<file path="src/rtl/seg7_pkg.sv">
// Shared definitions for the 7-segment counter monitor: active-low digit patterns,
// FSM state type and pattern decode/encode helpers.
package seg7_pkg;

    localparam logic [6:0] SEG_D0    = 7'b1000000;
    localparam logic [6:0] SEG_D1    = 7'b1111001;
    localparam logic [6:0] SEG_D2    = 7'b0100100;
    localparam logic [6:0] SEG_D3    = 7'b0110000;
    localparam logic [6:0] SEG_D4    = 7'b0011001;
    localparam logic [6:0] SEG_D5    = 7'b0010010;
    localparam logic [6:0] SEG_D6    = 7'b0000010;
    localparam logic [6:0] SEG_D7    = 7'b1111000;
    localparam logic [6:0] SEG_BLANK = 7'b1111111;
    localparam logic [6:0] SEG_DASH  = 7'b0111111;

    typedef enum logic [1:0] {
        IDLE  = 2'd0,
        TRACK = 2'd1,
        ERROR = 2'd2
    } mon_state_e;

    typedef struct packed {
        logic       ok;
        logic [2:0] digit;
    } seg7_dec_t;

    // Digits at or above the modulus are treated as undecodable.
    function automatic seg7_dec_t seg7_decode(input logic [6:0] pat, input int unsigned modulus);
        seg7_dec_t r;
        r.ok    = 1'b1;
        r.digit = 3'd0;
        case (pat)
            SEG_D0:  r.digit = 3'd0;
            SEG_D1:  r.digit = 3'd1;
            SEG_D2:  r.digit = 3'd2;
            SEG_D3:  r.digit = 3'd3;
            SEG_D4:  r.digit = 3'd4;
            SEG_D5:  r.digit = 3'd5;
            SEG_D6:  r.digit = 3'd6;
            SEG_D7:  r.digit = 3'd7;
            default: r.ok    = 1'b0;
        endcase
        if (r.ok && (32'(r.digit) >= modulus)) r.ok = 1'b0;
        return r;
    endfunction

    function automatic logic [6:0] seg7_encode(input logic [2:0] d);
        logic [6:0] p;
        case (d)
            3'd0:    p = SEG_D0;
            3'd1:    p = SEG_D1;
            3'd2:    p = SEG_D2;
            3'd3:    p = SEG_D3;
            3'd4:    p = SEG_D4;
            3'd5:    p = SEG_D5;
            3'd6:    p = SEG_D6;
            default: p = SEG_D7;
        endcase
        return p;
    endfunction

endpackage

</file>
<file path="src/rtl/seg7_stable_filter.sv">
// Synchronizes the asynchronous segment bus, waits for it to hold steady for
// STABLE_CYCLES and strobes once per newly accepted pattern.
module seg7_stable_filter #(
    parameter int STABLE_CYCLES = 1000
) (
    input  logic       clk_i,
    input  logic       rst_n_i,
    input  logic [6:0] seg_i,
    output logic       accept_stb,
    output logic [6:0] pattern
);

    localparam int             CW      = $clog2(STABLE_CYCLES);
    localparam logic [CW-1:0]  CNT_MAX = CW'(STABLE_CYCLES - 1);

    logic [6:0]    s1_q, s2_q;
    logic [6:0]    cand_q, cand_d;
    logic [CW-1:0] cnt_q, cnt_d;
    logic [6:0]    last_q;
    logic          last_vld_q;

    always_comb begin
        cand_d = cand_q;
        cnt_d  = cnt_q;
        if (s2_q != cand_q) begin
            cand_d = s2_q;
            cnt_d  = '0;
        end else if (cnt_q != CNT_MAX) begin
            cnt_d = cnt_q + 1'b1;
        end
    end

    // last_vld_q stands in for "nothing accepted yet", so any first pattern is new.
    assign accept_stb = (cnt_q == CNT_MAX) && (!last_vld_q || (cand_q != last_q));
    assign pattern    = cand_q;

    always_ff @(posedge clk_i) begin
        if (!rst_n_i) begin
            s1_q       <= '0;
            s2_q       <= '0;
            cand_q     <= '0;
            cnt_q      <= '0;
            last_q     <= '0;
            last_vld_q <= 1'b0;
        end else begin
            s1_q   <= seg_i;
            s2_q   <= s1_q;
            cand_q <= cand_d;
            cnt_q  <= cnt_d;
            if (accept_stb) begin
                last_q     <= cand_q;
                last_vld_q <= 1'b1;
            end
        end
    end

endmodule

</file>
<file path="src/rtl/seg7_count_monitor.sv">
// Receive-side checker for a 7-segment up-counter link: filters, decodes and checks the digit
// sequence. Define SEG7_MON_ECHO_EN to add the registered HEX0 echo output.
//
// state | meaning
// IDLE  | nothing decodable accepted since reset
// TRACK | locked to the count, each new digit checked against previous+1
// ERROR | last accepted pattern was undecodable
module seg7_count_monitor
    import seg7_pkg::*;
#(
    parameter int STABLE_CYCLES = 1000,
    parameter int MOD           = 8,
    parameter int ERR_W         = 8
) (
    input  logic             CLOCK_50,
    input  logic             KEY0,
    input  logic [6:0]       seg_in,
    output logic [2:0]       value,
    output logic             valid,
    output logic             invalid,
    output logic             seq_err,
    output logic             locked,
    output logic [ERR_W-1:0] err_count
`ifdef SEG7_MON_ECHO_EN
    ,
    output logic [6:0]       HEX0
`endif
);

    localparam logic [2:0] LAST_DIGIT = 3'(MOD - 1);

    logic       accept_stb;
    logic [6:0] pattern;
    seg7_dec_t  dec;
    logic [2:0] next_digit;
    logic       err_sat;

    mon_state_e       state_q;
    logic [2:0]       value_q;
    logic             valid_q;
    logic             invalid_q;
    logic             seq_err_q;
    logic [ERR_W-1:0] err_q;
`ifdef SEG7_MON_ECHO_EN
    logic [6:0]       hex_q;
`endif

    seg7_stable_filter #(
        .STABLE_CYCLES (STABLE_CYCLES)
    ) u_filter (
        .clk_i      (CLOCK_50),
        .rst_n_i    (KEY0),
        .seg_i      (seg_in),
        .accept_stb (accept_stb),
        .pattern    (pattern)
    );

    assign dec        = seg7_decode(pattern, MOD);
    assign next_digit = (value_q == LAST_DIGIT) ? 3'd0 : value_q + 3'd1;
    assign err_sat    = &err_q;

    always_ff @(posedge CLOCK_50) begin
        if (!KEY0) begin
            state_q   <= IDLE;
            value_q   <= '0;
            valid_q   <= 1'b0;
            invalid_q <= 1'b0;
            seq_err_q <= 1'b0;
            err_q     <= '0;
`ifdef SEG7_MON_ECHO_EN
            hex_q     <= SEG_BLANK;
`endif
        end else begin
            valid_q   <= 1'b0;
            seq_err_q <= 1'b0;
            if (accept_stb) begin
                if (dec.ok) begin
                    state_q   <= TRACK;
                    value_q   <= dec.digit;
                    valid_q   <= 1'b1;
                    invalid_q <= 1'b0;
`ifdef SEG7_MON_ECHO_EN
                    hex_q     <= seg7_encode(dec.digit);
`endif
                    // Only a locked monitor checks continuity; re-entry from IDLE/ERROR resyncs silently.
                    if ((state_q == TRACK) && (dec.digit != next_digit)) begin
                        seq_err_q <= 1'b1;
                        if (!err_sat) err_q <= err_q + 1'b1;
                    end
                end else begin
                    state_q   <= ERROR;
                    invalid_q <= 1'b1;
                    if (!err_sat) err_q <= err_q + 1'b1;
`ifdef SEG7_MON_ECHO_EN
                    hex_q     <= SEG_DASH;
`endif
                end
            end
        end
    end

    assign value     = value_q;
    assign valid     = valid_q;
    assign invalid   = invalid_q;
    assign seq_err   = seq_err_q;
    assign locked    = (state_q == TRACK);
    assign err_count = err_q;
`ifdef SEG7_MON_ECHO_EN
    assign HEX0      = hex_q;
`endif

endmodule

</file>
<file path="config.mk">
export PLATFORM = sky130hd
export DESIGN_NAME = seg7_count_monitor
export DESIGN_NICKNAME = d
export VERILOG_FILES = /design/src/rtl/seg7_pkg.sv /design/src/rtl/seg7_stable_filter.sv /design/src/rtl/seg7_count_monitor.sv
export SDC_FILE = /design/constraint.sdc
export NUM_CORES = 1
export LEC_CHECK = 0
export ABC_AREA = 1
export BUFFER_PORTS_ARGS = -buffer_cell sky130_fd_sc_hd__buf_2
export CAP_MARGIN = 15
export CORE_ASPECT_RATIO = 1.4
export CORE_MARGIN = 2
export CORE_UTILIZATION = 53
export CTS_CLUSTER_DIAMETER = 100
export CTS_CLUSTER_SIZE = 10
export DETAILED_ROUTE_END_ITERATION = 12
export PLACE_DENSITY_LB_ADDON = 0.12
export SLEW_MARGIN = 20
export SYNTH_ARGS = -nofsm -noshare
export SYNTH_HDL_FRONTEND = slang
export SYNTH_HIERARCHICAL = 1
export SYNTH_SLANG_ARGS = --single-unit
</file>
<file path="constraint.sdc">
create_clock -name CLOCK_50 -period 2.4 [get_ports CLOCK_50]
set_clock_uncertainty 0.1 [all_clocks]
set_input_delay 0.36 -clock CLOCK_50 [delete_from_list [all_inputs] [get_ports CLOCK_50]]
set_output_delay 0.36 -clock CLOCK_50 [all_outputs]
set_load 0.005 [all_outputs]
</file>
==> reports/results.ini <==
[clock_network]
clk_pin_slew_ps=100
clkSinkCount=54
clockBufferDepth=2
htreeDepth=2
cts_made_buffers=5
root_buffer=clkbuf_8
hold_buffers=0
clk-insertion-delay-late_ps=310
cts_tree=done
ctsResizeCount=0
postCtsSetupRepairBufs=0

[yosys]
synth_cell_types=36
yosysSeqAreaShare_pct=39.2
syn_avg_cell_area_sq_um=6.78
syn_inst=407
synth_ff_type=dfxtp_1
yosys.area.top_type_share_pct=39.2
netlist_top_cells_count=nand2_1, inv_1, dfxtp_1, nor2_1, nand3_1
syn-cell-area_sq_um=2760
synth.net_count=420
synth.area.top_cells=dfxtp_1, nand2_1, inv_1
ys_seq_elements=54
async_flop_share_pct=0
synth.most_common_cell=nand2_1
yosysTopAreaCell=dfxtp_1
ys.warnings.count=6
synth-edff-count=0

[floorplan]
die_width_um=65.0
num_rows=31
initial_core_util_pct=54.3
io_pins=24
core_sq_um=5080
die_height_um=89.4
die-area_sq_um=5810

[global_route]
grt_max_degree=28
grt_pass1_vias=2104
grt.overflow.total=0
antenna_found_initial=0
grt_pass1_wl_um=8720
groute.usage.overall_pct=19.0

[worst_setup_path]
arrival_ps=2240
crit_required_ps=2560
timing.rr.end=err_count[6]
crit_path_start_kind=flip-flop
worstSetupPathType=reg -> reg
timing.rr.start=u_filter/cnt_q[0]
regToRegSetupSlack_ps=320
slowest_stage=nor4_1
cp_max_fo=5
rr_worst_depth=10
path_buf_inv=2
slowest_delay_ps=490
crit_chain=ha_2, and3_1, nand2_4, nor2_8, inv_1, nor4_1, nand3_2, nand2_1, inv_2, nor2_2
cp-end-kind=flip-flop
crit_family=simple AND/OR/NAND/NOR gates

[run_status]
status=completed

[sta]
min_period_over_period_pct=86.6
setup_viol=0
holdWs_ps=124
relSlewSlack_pct=67.1
drv_slew=0
setup_tns_ps=0
max_freq_mhz=481
hold_viol_final=0
rsz0062_at_grt=false
fin_crit_ps=2080
worst_pin_slew_ps=489

[cells_and_area]
fillers=492
final_nets=445
layout-drive-gt1-share_pct=15.2
insertedDiodeCount=0
areaGrowthSynthToFinish_pct=10.2
design_area_sq_um=3040

[route]
route.final.wire_length_um=4970
first_iter_violations=125
vias=2341
drc_errors=0
first_pass_iters=4
drt-wirelength-per-cell_um=9.96
detail-route-antenna-nets=0
viasPerCell=4.69

[pwr]
peakVddDrop_uv=431
power.total_mw=1.56
power_density_nw_per_um2=511
leakagePower_nw=1.57

[placed_design]
post-dp-hpwl_um=3690
port_buffers=23
gp_congestion=0.824
place_area_sq_um=2930

[job]
maxCapViolations=0

[worst_hold_path]
min_to=u_filter/s1_q[1]
hp-class=in -> reg
worstHoldStart=seg_in[1]
holdPathStages=3

per-layer routing:
metal	share of wire [%]	vias to the layer above	global-route usage [%]
met2	49	30	35.3
met4	2.3	0	8.32
met5	0	-	0
met3	2.8	6	3.40
met1	46	1027	21.1
li1	-	1278	-
flip-flops by register name (all words and copies together), names as in the netlist:
| register | cells |
|---|---|
| u_filter/cnt_q | 10 |
| err_count | 8 |
| u_filter/last_q | 7 |
| u_filter/pattern | 7 |
| u_filter/s1_q | 7 |
| u_filter/s2_q | 7 |
| value | 3 |
| state_q | 2 |
| seq_err | 1 |
| u_filter/last_vld_q | 1 |
| valid | 1 |
cell usage in the layout, fill, tap and decap left out, types with 3 or more instances in the layout:
master,instances
ha_1,3
dfxtp_1,54
inv_2,6
nand3_2,4
clkbuf_8,5
inv_1,73
nand4_1,9
nand2_1,114
nand2_2,4
nor2_1,54
nor3_1,4
buf_2,23
xor2_1,5
a21oi_1,8
nor2_2,8
xnor2_1,6
nand3_1,24
nor2_4,3
cell type report:
type,instances,area [sq um],share of cell area (%)
inverter,80,300,9.87
clock inverter,3,28.8,0.946
tap,66,82.6,2.71
multi-input combinational,266,1350,44.4
timing repair buffer,25,130,4.28
sequential,54,1080,35.5
clock buffer,5,68.8,2.26
worst min-delay path: cells and delay by family:
| kind | cells | cell delay [ps] |
|---|---|---|
| buffers and inverters | 2 | 110 |
| AND/OR/NAND/NOR | 1 | 40 |
logic make-up (layout without fill, tap and decap cells):
| logic type | after synthesis | after routing | share of synthesized area (%) |
|---|---|---|---|
| AND/OR/NAND/NOR | 236 | 236 | 40.0 |
| buffers and inverters | 87 | 113 | 12.3 |
| flip-flops | 54 | 54 | 39.2 |
| AO/OA/AOI/OAI | 15 | 15 | 3.22 |
| XOR/XNOR | 11 | 11 | 3.49 |
| adder cells (fa/ha/maj) | 4 | 4 | 1.81 |
worst max path at each step:
stage | depth (start not counted) | slack (ps) | start | end
floorplan | 13 | 150 | u_filter/cnt_q[0] | err_count[7]
global placement | 12 | 320 | u_filter/cnt_q[0] | err_count[7]
detailed placement | 12 | 210 | u_filter/cnt_q[0] | err_count[7]
CTS | 12 | 190 | u_filter/cnt_q[0] | err_count[7]
global route | 12 | 140 | u_filter/cnt_q[0] | err_count[7]
finish | 10 | 320 | u_filter/cnt_q[0] | err_count[6]
power breakdown:
| group | switching (mW) | total, mW | leakage [nW] | internal [mW] |
|---|---|---|---|---|
| Clock | 0.325 | 0.544 | 0.0506 | 0.219 |
| Combinational | 0.0542 | 0.0865 | 1.08 | 0.0323 |
| Sequential | 0.0133 | 0.925 | 0.439 | 0.912 |
metrics by stage:
stage          util, %  worst slack, ps  cells
2_1_floorplan        -              145    407
3_3_place_gp      57.7              324    491
3_5_place_dp      57.7              207    491
4_1_cts           59.6              190    499
5_1_grt           59.9              140    499
6_report          59.9              321    499
(Power assumes the default switching activity.)
